[src/rtl/seg_scan_driver.sv]
// Multiplexed hex display scanner with frame-synchronous loading, leading-zero
// suppression and per-digit blinking. All outputs are registered.
module seg_scan_driver #(
  parameter int unsigned NUM_DIGITS   = 4,
  parameter int unsigned SCAN_DIV     = 1000,
  parameter int unsigned BLINK_FRAMES = 256
) (
  input  logic                    clk,
  input  logic                    rst,
  input  logic                    load,
  input  logic [4*NUM_DIGITS-1:0] value,
  input  logic [NUM_DIGITS-1:0]   dp,
  input  logic [NUM_DIGITS-1:0]   blink_en,
  input  logic                    lz_en,
  output logic [6:0]              seg,
  output logic                    dp_out,
  output logic [NUM_DIGITS-1:0]   an,
  output logic                    frame_done
);

  localparam int unsigned DivW = $clog2(SCAN_DIV);
  localparam int unsigned IdxW = (NUM_DIGITS > 1) ? $clog2(NUM_DIGITS) : 1;
  localparam int unsigned FrmW = (BLINK_FRAMES > 1) ? $clog2(BLINK_FRAMES) : 1;

  localparam logic [DivW-1:0] DivMax = DivW'(SCAN_DIV - 1);
  localparam logic [IdxW-1:0] IdxMax = IdxW'(NUM_DIGITS - 1);
  localparam logic [FrmW-1:0] FrmMax = FrmW'(BLINK_FRAMES - 1);

  logic [DivW-1:0]         div_q;
  logic [IdxW-1:0]         idx_q;
  logic [FrmW-1:0]         frm_q;
  logic                    blink_q;
  logic [4*NUM_DIGITS-1:0] act_val_q, pend_val_q;
  logic [NUM_DIGITS-1:0]   act_dp_q, pend_dp_q, act_blink_q, pend_blink_q;
  logic                    pend_valid_q;
  logic [6:0]              seg_q, seg_d;
  logic                    dp_out_q, dp_out_d;
  logic [NUM_DIGITS-1:0]   an_q, an_d;
  logic                    frame_done_q;

  logic                    boundary;
  logic [3:0]              nib;
  logic [NUM_DIGITS-1:0]   zero_from;
  logic                    all_zero;

  function automatic logic [6:0] hex7(input logic [3:0] h);
    unique case (h)
      4'h0: hex7 = 7'h7E;
      4'h1: hex7 = 7'h30;
      4'h2: hex7 = 7'h6D;
      4'h3: hex7 = 7'h79;
      4'h4: hex7 = 7'h33;
      4'h5: hex7 = 7'h5B;
      4'h6: hex7 = 7'h5F;
      4'h7: hex7 = 7'h70;
      4'h8: hex7 = 7'h7F;
      4'h9: hex7 = 7'h7B;
      4'hA: hex7 = 7'h77;
      4'hB: hex7 = 7'h1F;
      4'hC: hex7 = 7'h4E;
      4'hD: hex7 = 7'h3D;
      4'hE: hex7 = 7'h4F;
      default: hex7 = 7'h47;
    endcase
  endfunction

  assign boundary = (div_q == DivMax) && (idx_q == IdxMax);

  always_comb begin
    nib       = act_val_q[4*idx_q +: 4];
    zero_from = '0;
    all_zero  = 1'b1;
    // zero_from[k]: nibbles k..top are all zero
    for (int k = NUM_DIGITS - 1; k >= 0; k--) begin
      all_zero     = all_zero && (act_val_q[4*k +: 4] == 4'h0);
      zero_from[k] = all_zero;
    end
    seg_d    = hex7(nib);
    dp_out_d = act_dp_q[idx_q];
    if (blink_q && act_blink_q[idx_q]) begin
      seg_d    = 7'h00;
      dp_out_d = 1'b0;
    end else if (lz_en && (idx_q != '0) && zero_from[idx_q]) begin
      seg_d = 7'h00;
    end
    an_d        = '0;
    an_d[idx_q] = 1'b1;
  end

  always_ff @(posedge clk) begin
    if (rst) begin
      div_q        <= '0;
      idx_q        <= '0;
      frm_q        <= '0;
      blink_q      <= 1'b0;
      act_val_q    <= '0;
      act_dp_q     <= '0;
      act_blink_q  <= '0;
      pend_val_q   <= '0;
      pend_dp_q    <= '0;
      pend_blink_q <= '0;
      pend_valid_q <= 1'b0;
      seg_q        <= '0;
      dp_out_q     <= 1'b0;
      an_q         <= '0;
      frame_done_q <= 1'b0;
    end else begin
      seg_q        <= seg_d;
      dp_out_q     <= dp_out_d;
      an_q         <= an_d;
      frame_done_q <= boundary;
      if (load) begin
        pend_val_q   <= value;
        pend_dp_q    <= dp;
        pend_blink_q <= blink_en;
        pend_valid_q <= 1'b1;
      end
      if (div_q == DivMax) begin
        div_q <= '0;
        idx_q <= (idx_q == IdxMax) ? '0 : idx_q + 1'b1;
      end else begin
        div_q <= div_q + 1'b1;
      end
      if (boundary) begin
        // A load on the boundary itself goes straight to the active set
        if (load) begin
          act_val_q   <= value;
          act_dp_q    <= dp;
          act_blink_q <= blink_en;
        end else if (pend_valid_q) begin
          act_val_q   <= pend_val_q;
          act_dp_q    <= pend_dp_q;
          act_blink_q <= pend_blink_q;
        end
        pend_valid_q <= 1'b0;
        if (frm_q == FrmMax) begin
          frm_q   <= '0;
          blink_q <= ~blink_q;
        end else begin
          frm_q <= frm_q + 1'b1;
        end
      end
    end
  end

  assign seg        = seg_q;
  assign dp_out     = dp_out_q;
  assign an         = an_q;
  assign frame_done = frame_done_q;

endmodule

[config.mk]
export PLATFORM = sky130hd
export DESIGN_NAME = seg_scan_driver
export DESIGN_NICKNAME = d
export VERILOG_FILES = /design/src/rtl/seg_scan_driver.sv
export SDC_FILE = /design/constraint.sdc
export NUM_CORES = 1
export LEC_CHECK = 0
export BUFFER_PORTS_ARGS = -buffer_cell sky130_fd_sc_hd__buf_2
export CELL_PAD_IN_SITES_DETAIL_PLACEMENT = 1
export CELL_PAD_IN_SITES_GLOBAL_PLACEMENT = 1
export CORE_UTILIZATION = 31
export CTS_CLUSTER_SIZE = 25
export DETAILED_ROUTE_END_ITERATION = 7
export GPL_TIMING_DRIVEN = 0
export HOLD_SLACK_MARGIN = 0.1
export PLACE_DENSITY_LB_ADDON = 0.08
export SLEW_MARGIN = 20
export SYNTH_ARGS = -nofsm -noshare
export SYNTH_HDL_FRONTEND = slang
export SYNTH_SLANG_ARGS = --single-unit
[constraint.sdc]
create_clock -name clk -period 3.2 [get_ports clk]
set_input_delay 0.32 -clock clk [delete_from_list [all_inputs] [get_ports clk]]
set_output_delay 0.32 -clock clk [all_outputs]
set_load 0.05 [all_outputs]
# Yosys cells after proc, flatten, opt, wreduce, memory -nomap -nowiden
# Memory sizes are Yosys's and may differ from the RTL's. A register that Yosys moved wholly into a read port is not among the register bits.
# Index checks and enable logic that the tools add are counted.
# totals
memories	1
in_bits	28
out_inout_bits	13
elab_cells	61
ff_bits	76
rom_bits	112
# memory_table
name	words	word_bits	read_ports	rd_clocked_by_memory_dff	write_ports	line_no	text
(no name shown)	16	7	1	1	0	47	unique case (h)
# op_classes
addsub	3
reduce_logical	20
n_mux	16
n_bitwise	1
n_lt_le_gt_ge	2
eq_ne	3
shifts	1
# op_table
operator	count
two-way mux 16 bit	2
zero test 4 bit	4
two-way mux 4 bit	4
indexed part select 16 x 5 -> 4 bit	1
adder 10 x 1 -> 10 bit, second input constant	1
== test 10 bit, second input constant	1
adder 8 x 1 -> 8 bit, second input constant	1
== test 8 bit, second input constant	1
logical AND 1 bit	8
two-way mux 8 bit	1
binary-select mux 1 bit (select 2 bit)	3
OR reduction 2 bit	3
two-way mux 1 bit	4
AND reduction 2 bit	2
nonzero test 2 bit	2
less-than comparator 2 x 3 -> 1 bit, second input constant	1
OR reduction 3 bit	1
adder 2 x 1 -> 2 bit, second input constant	1
demux 1 bit (select 2 bit)	1
== test 2 bit, second input constant	1
greater-or-equal comparator 2 x 1 -> 1 bit, second input constant	1
two-way mux 2 bit	1
NOT 1 bit	1

# Logic depth before layout (Yosys ltp)
# Gate-level depths: netlist (run 1).
# logic_depth
ltp_word	8
depth_mapped	8
mapped_depth_nobuf	7

# Least setup slack after synthesis (run 1)
# No wires, ideal clock.
# synth_path
kind	flip-flop to flip-flop
startpoint	register div_q[0]
endpoint	register act_dp_q[0]
arrival_ns	2.118
stages_incl_launch_ff	9
required_ns	3.084
n_path_buf	3
setup_time_ns	0.116
setup_slack_ns	0.967
period_less_slack_ns	2.233
cell_sequence	dfxtp_1 -> ha_1 -> nand2_2 -> or4_1 -> buf_2 -> or3_4 -> buf_6 -> buf_6 -> a31o_1
# synth_between
elab_chain_len	3
# synth_rtl
item	line_no	text
start: declaration	29	logic [DivW-1:0] div_q;
start signal: assignment	122	div_q <= div_q + 1'b1;
== test 10 bit	67	assign boundary = (div_q == DivMax) && (idx_q == IdxMax);
logical AND 1 bit	67	
AND reduction 2 bit (no line)	--	
end signal: assignment	128	act_dp_q <= dp;
end signal: assignment	132	act_dp_q <= pend_dp_q;
end: declaration	34	logic [NUM_DIGITS-1:0] act_dp_q, pend_dp_q, act_blink_q, pend_blink_q;
# Every way passes these cells.
# A chain may end at the register's enable or synchronous reset.

# Worst setup path after layout (run 1)
# layout_path
startpoint	register div_q[0]
endpoint	register act_val_q[11]
# layout_between
elab_chain_len	3
# layout_rtl
item	line_no	text
== test 10 bit	67	
logical AND 1 bit	67	
AND reduction 2 bit (no line)	--	
end signal: assignment	127	act_val_q <= value;
end signal: assignment	131	act_val_q <= pend_val_q;
end: declaration	33	logic [4*NUM_DIGITS-1:0] act_val_q, pend_val_q;
# Every way passes these cells.

==> results of run 1 <==
## worst min path at each step
stage / start / endpoint / slack, ps / cells past startpoint
after CTS: dp[0] / pend_dp_q[0]$_SDFFE_PP0P_ / 240 / 3
after detailed placement: div_q[0]$_SDFF_PP0_ / div_q[0]$_SDFF_PP0_ / 440 / 1
after global routing: value[7] / pend_val_q[7]$_SDFFE_PP0P_ / 260 / 3
after floorplan: div_q[0]$_SDFF_PP0_ / div_q[0]$_SDFF_PP0_ / 420 / 1
final: value[9] / pend_val_q[9]$_SDFFE_PP0P_ / 250 / 3
after global placement: div_q[0]$_SDFF_PP0_ / div_q[0]$_SDFF_PP0_ / 430 / 1
## cells by family after synthesis
logic type,share of synthesized area
AO/OA/AOI/OAI,0.0987
buffers and inverters,0.0387
XOR/XNOR,0.0497
multiplexers,0.127
flip-flops,0.472
adder cells (fa/ha/maj),0.0462
AND/OR/NAND/NOR,0.168
## cells in the mapped netlist
cell type | n | area [um^2]
a211oi_1 | 4 | 30.0
a21o_1 | 1 | 7.51
a21oi_1 | 5 | 25.0
a221oi_1 | 1 | 8.76
a311oi_1 | 3 | 26.3
a31o_1 | 20 | 175
a31o_2 | 4 | 35.0
a32o_1 | 1 | 10.0
and2_1 | 1 | 6.26
and3_1 | 3 | 18.8
buf_1 | 4 | 15.0
buf_2 | 4 | 20.0
buf_6 | 3 | 33.8
clkbuf_1 | 11 | 41.3
clkinv_1 | 1 | 3.75
dfxtp_1 | 83 | 1660
ha_1 | 13 | 163
inv_1 | 6 | 22.5
mux2_2 | 1 | 11.3
mux2i_1 | 30 | 300
mux4_2 | 6 | 135
nand2_1 | 9 | 33.8
nand2_2 | 1 | 6.26
nand2b_1 | 3 | 18.8
nand3_1 | 7 | 35.0
nand3b_1 | 1 | 7.51
nand4_1 | 4 | 25.0
nor2_1 | 52 | 195
nor2b_1 | 3 | 18.8
nor3_1 | 30 | 150
nor4_1 | 5 | 31.3
nor4_2 | 1 | 12.5
o21ai_0 | 2 | 10.0
o22ai_1 | 2 | 12.5
o31ai_1 | 1 | 7.51
or3_1 | 1 | 6.26
or3_4 | 1 | 11.3
or3b_2 | 1 | 8.76
or4_1 | 1 | 7.51
xnor2_1 | 11 | 96.3
xor2_1 | 9 | 78.8
## critical path, stage by stage (launching register included)
cell and delay, ps:
dfxtp_1 360, ha_1 240, nand2_2 110, or4_1 520
buf_2 170, or3_4 390, buf_6 160, buf_6 140
a31o_1 210
## flip-flops by register name, indices dropped and copies added, names as in the netlist
| signal | count |
|---|---|
| act_blink_q | 4 |
| act_dp_q | 4 |
| act_val_q | 16 |
| an | 4 |
| blink_q | 1 |
| div_q | 10 |
| dp_out | 1 |
| frame_done | 1 |
| frm_q | 8 |
| idx_q | 2 |
| pend_blink_q | 4 |
| pend_dp_q | 4 |
| pend_val_q | 16 |
| pend_valid_q | 1 |
| seg | 7 |
## layer usage
layer	wire [um]	GRT usage
met5	0	0
met1	4090	0.199
met2	3750	0.252
met3	273	0.0460
met4	140	0.0550
## where the power goes
| part | internal [mW] | leakage [nW] | switching, mW |
|---|---|---|---|
| clock network | 0.673 | 0.143 | 0.408 |
| logic | 0.0417 | 0.812 | 0.0784 |
| registers | 1.06 | 0.677 | 0.00805 |
| total | 1.77 | 1.63 | 0.494 |
## final cells by class
cell class	instances	area [um^2]	share of cell area
buffer	22	110	0.0262
clock buffer	9	225	0.0536
clock inverter	5	80.1	0.0191
inverter	7	26.3	0.00626
multi-input combinational	238	1730	0.411
sequential	83	1660	0.396
tap	140	175	0.0417
timing repair buffer	39	195	0.0465
==> results.toml, run 1 <==
[final_layout]
diodes = 0
nFillCells = 1277
final_nets = 441
area_growth_syn_to_layout_pct = 19.2
final_area_um2 = 4200
final_common_cell = "dfxtp_1"
drive_gt1_frac = 0.186
final_cell_mix = "83 x dfxtp_1, 52 x nor2_1, 43 x buf_2"
final_cells = 543
post-route-util = 0.384

[setup_path]
worstSetupStartpointType = "flip-flop"
reg2reg_depth = 8
rr_startpoint = "div_q[0]$_SDFF_PP0_"
cp-endpoint = "act_val_q[11]$_SDFFE_PP0P_"
r2r_slack_ps = 790
crit_type = "reg -> reg"
r2r-end = "act_val_q[11]$_SDFFE_PP0P_"
path_max_fanout = 10
critPathLaunch = "div_q[0]$_SDFF_PP0_"
critPathRequiredTime_ps = 3420
end_kind = "flip-flop"
crit_arrival_ps = 2630

[clocking]
post_cts_resized = 0
cts_hold_buf = 0
numClockSinks = 83
path_clk_slew_ps = 60
h-tree-depth = 3
cts-root-buf = "clkbuf_16"
cts_tree = "yes"
clock_path_buffers = 2
post_cts_buffers = 0
cts_buffers = 9
clk_latency_ps = 330

[drt]
drc = 0
antenna_left = 0
routed-via-count = 2690
drtIter0Drc = 55
wl_per_cell_um = 15.2
dr.pass1.iters = 4
via_per_inst = 4.95
wl_mm = 8.25

[timing]
fmax_mhz = 415
setup_slack_ps = 791
finalCriticalPeriod_ps = 2410
slew_violations = 0
finalCritPeriodShare = 0.753
slew_headroom = 0.362
worstMarginPinSlew_ps = 949
rsz0062_at_grt = "false"
fin_worst_skew_ps = 7.89
report.final.hold_viol_count = 0
tns_ps = 0
whs_ps = 254
setup_violations = 0

[synthesis]
synthCells = 350
yosysSeqAreaShare = 0.472
syn_area_um2 = 3520
synth-seq-cells = 83
synthesis.nets = 391
avgSynthCellArea_um2 = 10.1
synth_cell_types = 41
synth_warnings = 0

[die]
ioPinCount = 41
core_um2 = 10900
die-height_um = 109
fp.dieArea_um2 = 11800
initial_utilization = 0.322
die_x_um = 109
rows = 38

[placed_design]
port_buffers = 39
place_area_um2 = 3890
dp_hpwl_mm = 6.08
gp_congestion = 0.766
place_inst = 529
dp_slack_ps = 787

[grt]
grt_max_degree = 14
grt-ovfl-total = 0
grt_pass1_wl_mm = 14.1
grt_usage = 0.156
grt_pass1_vias = 2790
antenna_found_initial = 0

[power_and_ir_drop]
powerDensity_nw_per_um2 = 540
power_mw = 2.27
irDropWorstVdd_uv = 283
p_leak_nw = 1.63

[flow_run]
max-cap-violations = 0

[worst_hold_path]
hold_path_class = "in -> reg"

[run_status]
status = "completed"
Note: power is estimated with default switching activity, not from simulation.
==> run 2: changes to the inputs <==
==> constraint.sdc (replaced) <==
create_clock -name clk -period 2.3 [get_ports clk]
set_input_delay 0.23 -clock clk [delete_from_list [all_inputs] [get_ports clk]]
set_output_delay 0.23 -clock clk [all_outputs]
set_load 0.05 [all_outputs]
==> run 2 against run 1 <==
  * Worst hold slack got worse by 93 ps
  * Routed wire length is 1.5% higher
  * Flip-flop and latch count stayed put
  * Via count grew 1.2%
  * Clock power increased by 39%
  * Worst setup slack worse by 740 ps
  * Critical endpoint is now act_val_q[5]$_SDFFE_PP0P_
  * Highest routed layer unchanged
==> results.toml, run 2 (same netlist as run 1, synthesis figures left out) <==
[run_status]
status = "completed"

[timing]
finalCriticalPeriod_ps = 2250
rsz0062_at_grt = "true"
slew_headroom = 0.482
worstMarginPinSlew_ps = 777
tns_ps = 0
fin_worst_skew_ps = 7.64
whs_ps = 161
slew_violations = 0
report.final.hold_viol_count = 0
fmax_mhz = 444
finalCritPeriodShare = 0.980
setup_violations = 0

[die]
fp.dieArea_um2 = 11800
core_um2 = 10900
die_x_um = 109
initial_utilization = 0.322
ioPinCount = 41
rows = 38
die-height_um = 109

[final_layout]
drive_gt1_frac = 0.214
area_growth_syn_to_layout_pct = 22.3
top_regs = "act_val_q x16, pend_val_q x16, div_q x10"
final_area_um2 = 4310
final_nets = 444
diodes = 0
final_cell_mix = "81 x dfxtp_1, 52 x nor2_1, 40 x buf_2"
final_common_cell = "dfxtp_1"

[clocking]
clk_latency_ps = 340
numClockSinks = 83
cts_hold_buf = 0
h-tree-depth = 3
cts_buffers = 9
cts_tree = "yes"
path_clk_slew_ps = 60
clock_path_buffers = 2
cts-root-buf = "clkbuf_16"

[drt]
antenna_left = 0
wl_mm = 8.38
dr.pass1.iters = 4
via_per_inst = 4.98
routed-via-count = 2721
drtIter0Drc = 57
wl_per_cell_um = 15.3
drc = 0

[setup_path]
crit_arrival_ps = 2530
worstSetupStartpointType = "flip-flop"
crit_type = "reg -> reg"
end_kind = "flip-flop"
path_max_fanout = 10
critPathRequiredTime_ps = 2580

[placed_design]
gp_congestion = 0.766
place_area_um2 = 3890
port_buffers = 39
dp_hpwl_mm = 6.08

[flow_run]
max-cap-violations = 0

[power_and_ir_drop]
irDropWorstVdd_uv = 368
powerDensity_nw_per_um2 = 735
p_leak_nw = 1.70

[grt]
grt_pass1_wl_mm = 14.1
grt_pass1_vias = 2810
grt_max_degree = 14
grt-ovfl-total = 0
grt_usage = 0.157
antenna_found_initial = 0

[worst_hold_path]
hold_path_class = "in -> reg"
run 2: cell count changes in the layout (fill, tap and decap cells not counted), sizes merged:
cell,previous run,this run
buf,50,51
clkbuf,20,22
run 2: power by group:
part | internal (mW) | total (mW) | leakage, nW | switching [mW]
Combinational | 0.0620 | 0.174 | 0.879 | 0.111
Clock | 0.936 | 1.50 | 0.143 | 0.569
Sequential | 1.48 | 1.49 | 0.677 | 0.0126
run 2: per-layer routing:
layer	vias up	wire length, um	part of all wire	GRT usage
met5	-	0	0	0
met4	0	143	0.017	0.0550
met3	9	297	0.035	0.0460
met2	44	3860	0.46	0.255
met1	1322	4070	0.49	0.197
li1	1346	-	-	-
run 2: what timing repair did:
item                                    4_1_cts  5_1_grt
gates cloned                                  0        1
pin swaps                                     1        2
endpoints found under the setup margin       24       27
buffers inserted                              1        1
resized for setup                             9       10
run 2: layout make-up:
type                            instances  area [um^2]
Buffer                                 22          126
Clock buffer                            9          225
Clock inverter                          5         80.1
Fill cell                            1270         6630
Inverter                                7         26.3
Multi-Input combinational cell        238         1780
Sequential cell                        83         1660
Tap cell                              140          175
Timing Repair Buffer                   42          235
run 2: stage by stage:
step | worst slack [ps] | util | cells | total power [mW]
global route | -50.9 | 0.394 | 546 | 3.30
global placement | -101 | 0.356 | 529 | 1.68
floorplan | 66.8 | - | 350 | 1.63
finish | 46.8 | 0.394 | 546 | 3.17
detailed placement | -113 | 0.356 | 529 | 1.69
CTS | 2.39 | 0.388 | 544 | 3.22
run 2: worst paths after layout:
| check | startpoint | endpoint | slack, ps | depth (start not counted) |
|---|---|---|---|---|
| worst max register to register | div_q[0]$_SDFF_PP0_ | act_val_q[5]$_SDFFE_PP0P_ | 50 | 8 |
| worst min register to register | act_dp_q[0]$_SDFFE_PP0P_ | act_dp_q[0]$_SDFFE_PP0P_ | 480 | 1 |
| worst max-delay path | div_q[0]$_SDFF_PP0_ | act_val_q[5]$_SDFFE_PP0P_ | 50 | 8 |
| worst min-delay path | dp[3] | pend_dp_q[3]$_SDFFE_PP0P_ | 160 | 3 |
run 2: worst max-delay path, stage by stage, from the launching register on:
cell and delay (ps):
dfxtp_2 350, ha_4 150, nand2_4 70, or4_4 550, buf_6 150, or3_4 370
buf_2 200, nor3_1 230, a31o_1 120
